==> config.mk <==
export PLATFORM = sky130hd
export DESIGN_NAME = btn_debounce_pulse
export DESIGN_NICKNAME = d
export VERILOG_FILES = /design/src/rtl/ego1_pkg.sv /design/src/rtl/sync_2ff.sv /design/src/rtl/btn_debounce_pulse.sv
export SDC_FILE = /design/constraint.sdc
export NUM_CORES = 1
export LEC_CHECK = 0
export ABC_CLOCK_PERIOD_IN_PS = 4300
export CAP_MARGIN = 15
export CELL_PAD_IN_SITES_DETAIL_PLACEMENT = 2
export CELL_PAD_IN_SITES_GLOBAL_PLACEMENT = 2
export CORE_UTILIZATION = 42
export CTS_BUF_LIST = sky130_fd_sc_hd__clkbuf_4
export DETAILED_ROUTE_END_ITERATION = 7
export PLACE_DENSITY = 0.89
export RECOVER_POWER = 100
export SLEW_MARGIN = 20
export SYNTH_ARGS = -nofsm -noshare
export SYNTH_HDL_FRONTEND = slang
export SYNTH_SLANG_ARGS = --single-unit
==> constraint.sdc <==
create_clock -name sys_clk_in -period 4.3 [get_ports sys_clk_in]
set_input_delay 0.43 -clock sys_clk_in [delete_from_list [all_inputs] [get_ports sys_clk_in]]
set_output_delay 0.43 -clock sys_clk_in [all_outputs]
set_load 0.005 [all_outputs]
==> src/rtl/ego1_pkg.sv <==
// Shared EGO1 board constants: clock frequency, debounce default and FSM state encodings.
package ego1_pkg;

  localparam int BOARD_CLK_HZ  = 100_000_000;
  localparam int DEF_DB_CYCLES = 2_000_000;

  localparam logic [1:0] ST_IDLE         = 2'd0;
  localparam logic [1:0] ST_PRESS_WAIT   = 2'd1;
  localparam logic [1:0] ST_HELD         = 2'd2;
  localparam logic [1:0] ST_RELEASE_WAIT = 2'd3;

endpackage

==> src/rtl/sync_2ff.sv <==
// 1-bit two-flop synchronizer with async active-low reset.
module sync_2ff (
  input  logic clk,
  input  logic rst_n,
  input  logic d,
  output logic q
);

  logic meta;

  always_ff @(posedge clk or negedge rst_n) begin
    if (!rst_n) begin
      meta <= 1'b0;
      q    <= 1'b0;
    end else begin
      meta <= d;
      q    <= meta;
    end
  end

endmodule

==> src/rtl/btn_debounce_pulse.sv <==
// Push-button debouncer: synchronized, windowed press/release with registered pulses and press counter.
// Optional release pulse output when BTN_RELEASE_PULSE_EN is defined.
//
// state        | meaning
// IDLE         | button released, level 0
// PRESS_WAIT   | btn_s high, counting toward a confirmed press
// HELD         | press confirmed, level 1
// RELEASE_WAIT | btn_s low, counting toward a confirmed release, level still 1
module btn_debounce_pulse
  import ego1_pkg::*;
#(
  parameter int DB_CYCLES = DEF_DB_CYCLES,
  parameter int CNT_W     = 8
) (
  input  logic             sys_clk_in,
  input  logic             sys_rst_n,
  input  logic             btn_1,
  output logic             btn_level,
  output logic             btn_press_pulse,
`ifdef BTN_RELEASE_PULSE_EN
  output logic             btn_release_pulse,
`endif
  output logic [CNT_W-1:0] press_cnt
);

  localparam int DB_W = (DB_CYCLES > 1) ? $clog2(DB_CYCLES) : 1;
  localparam logic [DB_W-1:0] DB_LAST = DB_W'(DB_CYCLES - 1);

  logic            btn_s;
  logic [1:0]      state, state_nxt;
  logic [DB_W-1:0] cnt, cnt_nxt;
  logic            press_hit;
`ifdef BTN_RELEASE_PULSE_EN
  logic            rel_hit;
`endif

  sync_2ff u_sync (
    .clk   (sys_clk_in),
    .rst_n (sys_rst_n),
    .d     (btn_1),
    .q     (btn_s)
  );

  // Any bounce in a wait state drops back and clears the count: no partial credit.
  always_comb begin
    state_nxt = state;
    cnt_nxt   = cnt;
    press_hit = 1'b0;
`ifdef BTN_RELEASE_PULSE_EN
    rel_hit   = 1'b0;
`endif
    case (state)
      ST_IDLE: begin
        if (btn_s) begin
          state_nxt = ST_PRESS_WAIT;
          cnt_nxt   = '0;
        end
      end
      ST_PRESS_WAIT: begin
        if (!btn_s) begin
          state_nxt = ST_IDLE;
          cnt_nxt   = '0;
        end else if (cnt == DB_LAST) begin
          state_nxt = ST_HELD;
          cnt_nxt   = '0;
          press_hit = 1'b1;
        end else begin
          cnt_nxt = cnt + DB_W'(1);
        end
      end
      ST_HELD: begin
        if (!btn_s) begin
          state_nxt = ST_RELEASE_WAIT;
          cnt_nxt   = '0;
        end
      end
      ST_RELEASE_WAIT: begin
        if (btn_s) begin
          state_nxt = ST_HELD;
          cnt_nxt   = '0;
        end else if (cnt == DB_LAST) begin
          state_nxt = ST_IDLE;
          cnt_nxt   = '0;
`ifdef BTN_RELEASE_PULSE_EN
          rel_hit   = 1'b1;
`endif
        end else begin
          cnt_nxt = cnt + DB_W'(1);
        end
      end
      default: begin
        state_nxt = ST_IDLE;
        cnt_nxt   = '0;
      end
    endcase
  end

  always_ff @(posedge sys_clk_in or negedge sys_rst_n) begin
    if (!sys_rst_n) begin
      state           <= ST_IDLE;
      cnt             <= '0;
      btn_level       <= 1'b0;
      btn_press_pulse <= 1'b0;
      press_cnt       <= '0;
    end else begin
      state           <= state_nxt;
      cnt             <= cnt_nxt;
      btn_level       <= (state_nxt == ST_HELD) || (state_nxt == ST_RELEASE_WAIT);
      btn_press_pulse <= press_hit;
      press_cnt       <= press_cnt + CNT_W'(press_hit);
    end
  end

`ifdef BTN_RELEASE_PULSE_EN
  always_ff @(posedge sys_clk_in or negedge sys_rst_n) begin
    if (!sys_rst_n) btn_release_pulse <= 1'b0;
    else            btn_release_pulse <= rel_hit;
  end
`endif

endmodule

# Yosys cells after proc, flatten, opt, wreduce, memory -nomap -nowiden
# Index checks and enable logic that the tools add are counted.
[op_classes]
n_eq_ne = 8
addsub = 2
reduce_logical = 3
n_mux = 16
[ops]
columns = ["operator", "count"]
rows = [
  ["$mux 21", 5],
  ["$pmux 21 s4", 1],
  ["$add 21x1->21 const B", 1],
  ["$eq 21x21->1 const B", 1],
  ["$mux 2", 6],
  ["$add 8x1->8", 1],
  ["$eq 2x2->1 const B", 4],
  ["$pmux 2 s4", 1],
  ["$mux 1", 3],
  ["$eq 2x1->1 const B", 1],
  ["$logic_not 2->1", 1],
  ["$ne 2x1->1 const B", 1],
  ["$ne 2x2->1 const B", 1],
  ["$reduce_and 2->1", 1],
  ["$logic_or 1x1->1", 1],
]
[word_totals]
output_inout_bits = 10
elab_cells = 36
regBits = 35

# Logic depth before layout (Yosys ltp)
# Gate-level depths: netlist of the first run.
[depth]
ltp_word = 6
mapped_depth = 10

# Cells and area by module
# A second synthesis of the first run with hierarchy kept.
[hier_totals]
cells_unflattened = 199
hier_area_um2 = 1893.1
[modules_own_cells]
columns = ["module", "cells_each", "n_inst", "area_each_um2"]
rows = [
  ["btn_debounce_pulse", 197, 1, 1843.0],
  ["sync_2ff", 2, 1, 50.0],
]

# Worst setup path before layout of the first run
# No wires, ideal clock.
[synth_path]
path_kind = "reg-to-reg"
startpoint = "register cnt[8]"
endpoint = "register press_cnt[7]"
setup_slack_ps = 1622
arrival_time_ps = 2555
stages_incl_launch_ff = 11
n_path_buf = 1
path_cell_list = "dfrtp_1 -> buf_6 -> or4b_4 -> nor4_4 -> nand3_2 -> nor3b_1 -> ha_1 -> and3_1 -> nand3_1 -> or2_2 -> xnor2_1"
[synth_via]
elab_chain_cells = 5
[synth_lines]
columns = ["element", "line_no", "source"]
rows = [
  ["start, declared", "btn_debounce_pulse.sv:31", "logic [DB_W-1:0] cnt, cnt_nxt;"],
  ["start signal, assigned", "btn_debounce_pulse.sv:107", "cnt <= cnt_nxt;"],
  ["$eq 21x21->1", "btn_debounce_pulse.sv:63", "end else if (cnt == DB_LAST) begin"],
  ["$mux 1", "btn_debounce_pulse.sv:63", ""],
  ["$mux 1", "btn_debounce_pulse.sv:60", "if (!btn_s) begin"],
  ["$mux 1", "btn_debounce_pulse.sv:52", "case (state)"],
  ["net press_hit", "btn_debounce_pulse.sv:32", "logic press_hit;"],
  ["$add 8x1->8", "btn_debounce_pulse.sv:110", "press_cnt <= press_cnt + CNT_W'(press_hit);"],
  ["end signal, assigned", "btn_debounce_pulse.sv:110", ""],
  ["end, declared", "btn_debounce_pulse.sv:23", "output logic [CNT_W-1:0] press_cnt"],
]
# The timed path passes the listed nets, and every way through them passes these cells.
# A chain may end at the register's enable or synchronous reset.

# Final worst setup path of the first run
# Same ends and word-level chain as after synthesis.

==> results.toml, run 1 <==
[outcome]
status = "finished, violations left"
failed_checks = "capacitance limit, slew limit"

[finish]
multi_input_area_um2 = 950
regArea_um2 = 851
syn_to_final_growth_pct = 9.72
fillers = 483
final_nets = 216
drive_gt1_share_pct = 7.58
num_antenna_cells = 0

[clocking]
post-cts-setup-buffers = 0
cts.sinks = 34
ctsHoldBuffers = 0
cts_buffers = 5
clkLatencyLatePin_ns = 0.35
clkTransAtPathRegs_ns = 0.11
h-tree-depth = 2
cts_tree = "yes"
clockRootBuffer = "clkbuf_4"
cts_max_path_buffers = 2
post_cts_resized = 0

[placement]
port_buffers = 12
place_hpwl_um = 4100
place_congestion = 0.840

[sta]
clock_skew_ns = 0.0155
rsz0062_at_grt = "false"
fin_tns_setup_ns = 0
period_needed_ns = 3.24
setup_viol = 0
hold_ws_ns = 0.386
drv_slew = 35
hold_viol_final = 0
relSlewSlack_pct = -23.3
worst_pin_slew_ns = 1.85
period_share_pct = 75.4
max_clock_freq_ghz = 0.308

[yosys]
async_flop_share_pct = 100
syn_area_um2 = 1890
syn_area_per_cell_um2 = 9.51
syn_inst = 199
yosysWarnings = 0
synth_flop_cell = "dfrtp_1"
ys_seq_elements = 34
ys_types = 47
syn_nets = 205
synth_edf_count = 0
ys_seq_area_share_pct = 44.9

[worst_setup_path]
critPathMaxStageDelay_ns = 0.57
r2r_end = "press_cnt[7]$_DFF_PN0_"
worst-setup-path-type = "flop to flop"
cp_max_fo = 10
path_cells = "or4b_1, nor4_1, nand3_2, nor3b_1, ha_1, and3_1, nand3_1, or2_2, xnor2_1"
start_kind = "flop"
cp.arrival_ns = 3.49
worstPathRequired_ns = 4.54
cp_slowest_cell = "or4b_1"
r2r.worst_path.cells = 9
rrSetupSlack_ns = 1.06
path_depth = 9
crit_path_end = "press_cnt[7]$_DFF_PN0_"
startpoint = "cnt[8]$_DFFE_PN0P_"
crit_path_end_kind = "flop"
crit_buf_inv = 0
r2r_start = "cnt[8]$_DFFE_PN0P_"
cp_top_family = "simple AND/OR/NAND/NOR gates"

[grt]
overflow = 0
grt_pass1_vias = 1851
grt_max_degree = 35
grt_use_total_pct = 25.9
grt_pass1_wl_um = 9670
antenna_found_initial = 0

[drt]
drt-total-wl_um = 5580
ant_nets = 0
drt-pass1-iter-count = 4
routed_via_density = 6.30
drc_errors = 0
vias = 1658
wl_per_cell_um = 21.2
dr.first_iter.drc_count = 78

[floorplan]
core_area_um2 = 4350
die_area_um2 = 4780
die_w_um = 69.1
die_h_um = 69.1
start_util_pct = 43.5
ios = 13
num_rows = 24

[power_and_ir_drop]
leakagePower_nw = 0.898
power_density_nw_per_um2 = 253
power_switching_share_pct = 25.8
pwr-share-clk_pct = 32.6
power.switching_w = 0.000136
vdd_drop_max_mv = 0.176
p_seq_share_pct = 62.3
comb_power_share_pct = 5.1
internal-power_w = 0.000389

[hold_path]
hold_path.class = "flop to flop"

[run]
max_cap_violations = 1
[layout by cell type (no fill, tap or decap), types with 2 or more instances in the layout]
master          n
xor2_1          5
dfrtp_1        34
ha_1            3
o2111ai_1       2
nand2b_1        2
mux2i_1         3
a31oi_1         3
nor2_1          5
dlygate4sd3_1  12
o21ai_0        14
clkbuf_4        5
or3_1           4
and4_1          4
xnor2_1         6
a32oi_1         3
or2_2           3
or4_1           4
nand2_1        20
nor4_1          5
nor3_1          5
nand4_1         6
nand3_1        24
inv_1           6
clkbuf_1        2
o211ai_1        2
and3_1          4
a21o_1          2
o31ai_1         2
[cells in the mapped netlist, types with 2 or more instances]
cell type	n	area share, %
o211ai_1	2	0.79
dfrtp_1	34	45
nand2b_1	2	0.66
nor4_1	4	1.3
o31ai_1	2	0.79
nand3_1	24	6.3
xnor2_1	6	2.8
buf_2	2	0.53
clkbuf_1	8	1.6
mux2i_1	3	1.6
or3_1	4	1.3
or2_2	3	0.99
and4_1	4	1.9
xor2_1	5	2.3
ha_1	3	2.0
or4_1	4	1.6
a32oi_1	3	1.4
a31oi_1	3	0.99
nand4_1	6	2.0
a21o_1	2	0.79
inv_1	6	1.2
and3_1	4	1.3
nand2_1	20	4.0
o21ai_0	13	3.4
nor2_1	5	0.99
o2111ai_1	2	0.93
nor3_1	5	1.3
[flip-flops by register name, indices dropped and copies added, names as in the netlist]
register and count:
u_sync.meta 1, press_cnt 8, u_sync.q 1, state 1
btn_press_pulse 1, cnt 21, btn_level 1
[through the flow]
step	power [W]	std cells	instance area (um^2)	setup WS, ns	util [%]
after floorplan	0.000344	199	1890	1.62	-
after global placement	0.000360	255	2050	1.48	47.1
after detailed placement	0.000362	255	2050	1.27	47.1
after CTS	0.000533	263	2100	1.26	48.3
after global routing	0.000547	263	2080	0.757	47.7
final	0.000525	263	2080	1.06	47.7
[layout make-up]
class,count,share of cell area [%]
clock buffer,5,1.81
clock inverter,3,0.783
inverter,6,1.08
sequential,34,41.0
multi-input combinational,148,45.7
timing repair buffer,15,6.51
tap,52,3.13
[cells by family (layout without fill, tap and decap cells)]
logic type	Yosys count	after routing	share of synthesized area (%)
buffers and inverters	17	29	3.90
adder cells (fa/ha/maj)	3	3	1.98
XOR/XNOR	11	11	5.09
AND/OR/NAND/NOR	95	95	29.1
multiplexers	4	4	2.38
flip-flops	34	34	44.9
AO/OA/AOI/OAI	35	35	12.6
[per-layer routing]
metal	share of wire, %	track usage (%)	vias up	wire [um]
met5	0	0	-	0
met4	1.5	7.94	0	81
met3	3.4	5.12	8	191
met2	51	43.1	25	2860
met1	44	34.0	860	2440
li1	-	-	765	-
[worst min path at each step]
stage	start	endpoint	slack [ns]	depth (start not counted)
after floorplan	sys_rst_n	btn_level$_DFF_PN0_	0.13	0
after global placement	u_sync.meta$_DFF_PN0_	u_sync.q$_DFF_PN0_	0.34	0
after detailed placement	u_sync.meta$_DFF_PN0_	u_sync.q$_DFF_PN0_	0.36	0
after CTS	u_sync.meta$_DFF_PN0_	u_sync.q$_DFF_PN0_	0.39	0
after global routing	u_sync.meta$_DFF_PN0_	u_sync.q$_DFF_PN0_	0.41	0
final	u_sync.meta$_DFF_PN0_	u_sync.q$_DFF_PN0_	0.39	0
[power groups by stage]
stage,logic [W],clock network (W),registers [W]
2_1_floorplan,0.0000132,0,0.000331
3_3_place_gp,0.0000267,0,0.000333
3_5_place_dp,0.0000283,0,0.000334
4_1_cts,0.0000286,0.000177,0.000327
5_1_grt,0.0000304,0.000189,0.000328
6_report,0.0000267,0.000171,0.000327
Power figures use the tool's default switching activity.
==> inputs of run 2 (changes only) <==
--- a/config.mk
+++ b/config.mk
@@ -5,14 +5,14 @@
 export SDC_FILE = /design/constraint.sdc
 export NUM_CORES = 1
 export LEC_CHECK = 0
-export ABC_CLOCK_PERIOD_IN_PS = 4300
+export ABC_CLOCK_PERIOD_IN_PS = 3300
 export CAP_MARGIN = 15
 export CELL_PAD_IN_SITES_DETAIL_PLACEMENT = 2
 export CELL_PAD_IN_SITES_GLOBAL_PLACEMENT = 2
-export CORE_UTILIZATION = 42
+export CORE_UTILIZATION = 39
 export CTS_BUF_LIST = sky130_fd_sc_hd__clkbuf_4
 export DETAILED_ROUTE_END_ITERATION = 7
-export PLACE_DENSITY = 0.89
+export PLACE_DENSITY = 0.84
 export RECOVER_POWER = 100
 export SLEW_MARGIN = 20
 export SYNTH_ARGS = -nofsm -noshare
==> constraint.sdc (replaced) <==
create_clock -name sys_clk_in -period 3.3 [get_ports sys_clk_in]
set_input_delay 0.33 -clock sys_clk_in [delete_from_list [all_inputs] [get_ports sys_clk_in]]
set_output_delay 0.33 -clock sys_clk_in [all_outputs]
set_load 0.005 [all_outputs]
==> run 2 against run 1 <==
The run still ends with capacitance limit, slew limit left. Non-clock buffer count is 1 higher. Routed wire length decreased by 0.34%. Largest cell class unchanged. Sequential power increased by 30%. Flip-flop and latch count unchanged. Critical path depth unchanged. Global-route usage is 1.6 points lower. Maximum frequency grew 7.2%. Register-to-register slack worse by 0.78 ns. Count of clock-buffer cells in the layout did not move. Clock skew is 0.0021 ns lower. Final cell count grew 0.38%. Total power up 49%.
==> results.toml, run 2 (synthesis results as in run 1) <==
[finish]
final_util_pct = 47.1
drive_gt1_share_pct = 8.02
layout_common_cells = "dfrtp_1, nand3_1, nand2_1"
syn_to_final_growth_pct = 12.0
fillers = 515
final_nets = 217
final_common_cell = "dfrtp_1"
top_regs = "cnt: 21 flops, press_cnt: 8 flops"
largest_reg_flops = 21
num_antenna_cells = 0
regMostFlops = "cnt"
fin_cells = 264

[drt]
routed_via_density = 6.23
drt-total-wl_um = 5560
wl_per_cell_um = 21.0
vias = 1646
drc_errors = 0
drt-pass1-iter-count = 4
dr.first_iter.drc_count = 92
ant_nets = 0

[clocking]
clkTransAtPathRegs_ns = 0.12
cts_buffers = 5
h-tree-depth = 2
clkLatencyLatePin_ns = 0.35
cts_tree = "yes"
post_cts_resized = 0
cts_max_path_buffers = 2
ctsHoldBuffers = 0
cts.sinks = 34
clockRootBuffer = "clkbuf_4"
post-cts-setup-buffers = 0

[floorplan]
ios = 13
core_area_um2 = 4500
die_h_um = 71.7
die_w_um = 71.7
start_util_pct = 42.0
num_rows = 24
die_area_um2 = 5140

[power_and_ir_drop]
power_switching_share_pct = 24.8
pwr-share-clk_pct = 40.8
power_density_nw_per_um2 = 368
power.switching_w = 0.000194
internal-power_w = 0.000587
leakagePower_nw = 0.908
vdd_drop_max_mv = 0.217
power_w = 0.000781
p_seq_share_pct = 54.6
comb_power_share_pct = 4.6

[grt]
grt_use_total_pct = 24.3
grt_pass1_wl_um = 9470
grt_max_degree = 35
overflow = 0
grt_pass1_vias = 1787
antenna_found_initial = 0

[worst_setup_path]
cp_max_fo = 10
crit_path_end_kind = "flop"
r2r.worst_path.cells = 9
worstPathRequired_ns = 3.55
worst-setup-path-type = "flop to flop"
cp.arrival_ns = 3.27
start_kind = "flop"

[run]
max_cap_violations = 1

[outcome]
failed_checks = "capacitance limit, slew limit"
status = "finished, violations left"

[sta]
setup_viol = 0
hold_viol_final = 0
period_needed_ns = 3.03
clock_skew_ns = 0.0134
worst_pin_slew_ns = 1.88
period_share_pct = 91.7
rsz0062_at_grt = "false"
drv_slew = 35
max_clock_freq_ghz = 0.330
fin_tns_setup_ns = 0
relSlewSlack_pct = -25.1

[placement]
port_buffers = 12
placedCellCount = 256
place_hpwl_um = 3980
place_congestion = 0.849

[hold_path]
hold_path.class = "flop to flop"
hold_depth = 0
[run 2: metrics by stage]
| step | cell area, um^2 | hold WS, ns | setup WS (ns) |
|---|---|---|---|
| global route | 2120 | 0.400 | 0.105 |
| CTS | 2140 | 0.393 | 0.320 |
| detailed placement | 2060 | 0.358 | 0.340 |
| floorplan | 1890 | 0.0344 | 0.622 |
| finish | 2120 | 0.383 | 0.274 |
| global placement | 2060 | 0.336 | 0.475 |
[run 2: layout make-up]
class / count / area [um^2] / share of cell area (%)
clock buffer: 5 / 37.5 / 1.77
clock inverter: 3 / 45.0 / 2.13
inverter: 6 / 22.5 / 1.06
multi-input combinational: 148 / 960 / 45.3
sequential: 34 / 851 / 40.1
tap: 52 / 65.1 / 3.07
timing repair buffer: 16 / 139 / 6.55
[run 2: layer usage]
| layer | global-route usage, % | vias to the layer above | routed length (um) |
|---|---|---|---|
| li1 | - | 767 | - |
| met4 | 7.41 | 0 | 126 |
| met5 | 0 | - | 0 |
| met2 | 39.4 | 31 | 2640 |
| met1 | 32.6 | 838 | 2650 |
| met3 | 5.20 | 10 | 142 |
[run 2: power by group through the flow]
| stage | logic [W] | clock network, W | registers [W] |
|---|---|---|---|
| after CTS | 0.0000391 | 0.000327 | 0.000426 |
| after floorplan | 0.0000172 | 0 | 0.000431 |
| after global placement | 0.0000365 | 0 | 0.000434 |
| after global routing | 0.0000401 | 0.000337 | 0.000427 |
| final | 0.0000356 | 0.000319 | 0.000426 |
| after detailed placement | 0.0000386 | 0 | 0.000434 |
[run 2: path summary, 6_finish.rpt]
path	from	end	slack (ns)
setup / recovery	cnt[8]$_DFFE_PN0P_	press_cnt[7]$_DFF_PN0_	0.27
hold / removal	u_sync.meta$_DFF_PN0_	u_sync.q$_DFF_PN0_	0.38
setup reg to reg	cnt[8]$_DFFE_PN0P_	press_cnt[7]$_DFF_PN0_	0.27
hold reg to reg	u_sync.meta$_DFF_PN0_	u_sync.q$_DFF_PN0_	0.38
max in group asynchronous	sys_rst_n	cnt[0]$_DFFE_PN0P_	1.21
min in group asynchronous	sys_rst_n	cnt[13]$_DFFE_PN0P_	1.02
[run 2: critical path, cell delays in order, from the launching register on]
cell,delay [ns]
dfrtp_1,0.50
or4b_1,0.61
nor4_4,0.34
nand3_1,0.17
nor3b_1,0.30
ha_1,0.26
and3_1,0.17
nand3_1,0.12
or2_2,0.33
xnor2_1,0.13
==> RTL edit, RTL diff (flow settings as in run 1) <==
The package constant `DEF_DB_CYCLES` goes from 2_000_000 to 4_000_000.
--- a/src/rtl/ego1_pkg.sv
+++ b/src/rtl/ego1_pkg.sv
@@ -3,5 +3,5 @@
 
   localparam int BOARD_CLK_HZ  = 100_000_000;
-  localparam int DEF_DB_CYCLES = 2_000_000;
+  localparam int DEF_DB_CYCLES = 4_000_000;
 
   localparam logic [1:0] ST_IDLE         = 2'd0;
Behaviour: same outputs for any inputs over 10 cycles, from zero or initial values and one cycle with sys_rst_n low; that may be too few to reach the edited logic, so the function may still have changed.
==> RTL edit against run 1 <==
The flow still finishes with violations (capacitance limit, slew limit); area after synthesis down 6.5%; sequential cell count up 1; total power up 4.0%; worst hold slack worse by 22 ps; clock power down 2%; final area down 5.8%; worst setup slack better by 130 ps; routed wire length down 13%; synthesized cell count down 14%; critical path depth up 1.
==> RTL edit: results <==
export IMPL_grt_pass1_wl_um=7700
export IMPL_grt_max_degree=36
export IMPL_clkCellAreaFrac_pct=2.366
export IMPL_yosysSeqAreaShare_pct=49.50
export IMPL_failed_checks="capacitance limit, slew limit"
export IMPL_synth_common_cells="35 x dfrtp_1, 20 x nand2_1, 14 x nand3_1, 13 x a21oi_1, 10 x a31oi_1"
export IMPL_finClkSkew_ps=11.64
export IMPL_routed_wl_met2_um=2516
export IMPL_synthAdderAreaFrac_pct=2.122
export IMPL_synthXorXnorAreaFrac_pct=3.960
export IMPL_path_max_fanout=5
export IMPL_reg_top3="cnt x22, press_cnt x8"
export IMPL_routed_wl_um=4832
export IMPL_seqCellArea_um2=875.8
export IMPL_max_cap_violations=1
export IMPL_use_met3_pct=5.308
export IMPL_initialDrtViolationCount=83
export IMPL_synth_compound_area_share_pct=13.86
export IMPL_n_all_buffers=14
export IMPL_buf_share_pct=6.522
export IMPL_ys_ff_latch=35
export IMPL_dp_cells=230
export IMPL_wl_met3_um=80
export IMPL_met1_usage_pct=30.84
export IMPL_critPathSlowestCell="nor4_1"
export IMPL_via_per_inst=6.042
export IMPL_nFillCells=437
export IMPL_synth_top_cells_by_area="dfrtp_1 50%, nand2_1 4.2%, nand3_1 4.0%"
export IMPL_routabilityCongestion=0.7984
export IMPL_post_drt_wl_per_cell_um=20.39
export IMPL_grt_usage_pct=24.23
export IMPL_leakage_nw=0.8732
export IMPL_synth_distinct_cells=43
export IMPL_yosysWarningCount=0
export IMPL_drv_slew=36
export IMPL_multi_input_area_share_pct=42.58
export IMPL_arrival_ps=3390
export IMPL_dieArea_um2=4476
export IMPL_final_nets=193
export IMPL_outcome="finished, violations left"
export IMPL_inv_count=3
export IMPL_cts_resized=0
export IMPL_numCtsBuffers=5
export IMPL_met2_usage_pct=40.03
export IMPL_slowest_delay_ps=700
export IMPL_tightest_slew_ps=1936
RTL edit: changes by cell type after synthesis, moves of 3 or more:
| cell | before | now |
|---|---|---|
| a21oi_1 | 0 | 13 |
| nand3_1 | 24 | 14 |
| o21ai_0 | 13 | 4 |
| a31oi_1 | 3 | 10 |
| clkbuf_1 | 8 | 1 |
| or4_1 | 4 | 0 |
| buf_6 | 1 | 4 |
| inv_1 | 6 | 3 |
| nor3_1 | 5 | 2 |
| nor4_1 | 4 | 1 |
| or3_1 | 4 | 1 |
RTL edit: kinds of logic after synthesis:
| logic type | count (synthesis) |
|---|---|
| simple gates | 74 |
| fa+ha+maj | 3 |
| buf+inv | 9 |
| mux | 4 |
| flops | 35 |
| compound gates | 39 |
| xor+xnor | 8 |
RTL edit: final timing paths:
check                      cells past startpoint      endpoint  slack, ps         from
setup / recovery                              10  press_cnt[6]       1180       cnt[0]
hold / removal                                 0      u_sync.q        360  u_sync.meta
setup reg to reg                              10  press_cnt[6]       1180       cnt[0]
hold reg to reg                                0      u_sync.q        360  u_sync.meta
max in group asynchronous                      2        cnt[0]       2030    sys_rst_n
min in group asynchronous                      2  press_cnt[5]       1150    sys_rst_n
RTL edit: stage by stage:
step	power [mW]	hold WS, ps	utilization [%]	setup slack, ps
after global routing	0.5709	381.8	48.57	940.1
final	0.5459	363.4	48.57	1182
after CTS	0.5540	371.9	48.66	1467
after detailed placement	0.3861	337.0	47.52	1503
after floorplan	0.3718	134.4	-	1977
after global placement	0.3823	344.2	47.52	1836
RTL edit: power by group:
| group | total (mW) | switching (mW) | internal (mW) |
|---|---|---|---|
| clock | 0.167 | 0.109 | 0.0579 |
| sequential | 0.344 | 0.00834 | 0.335 |
| combinational | 0.0348 | 0.0236 | 0.0112 |
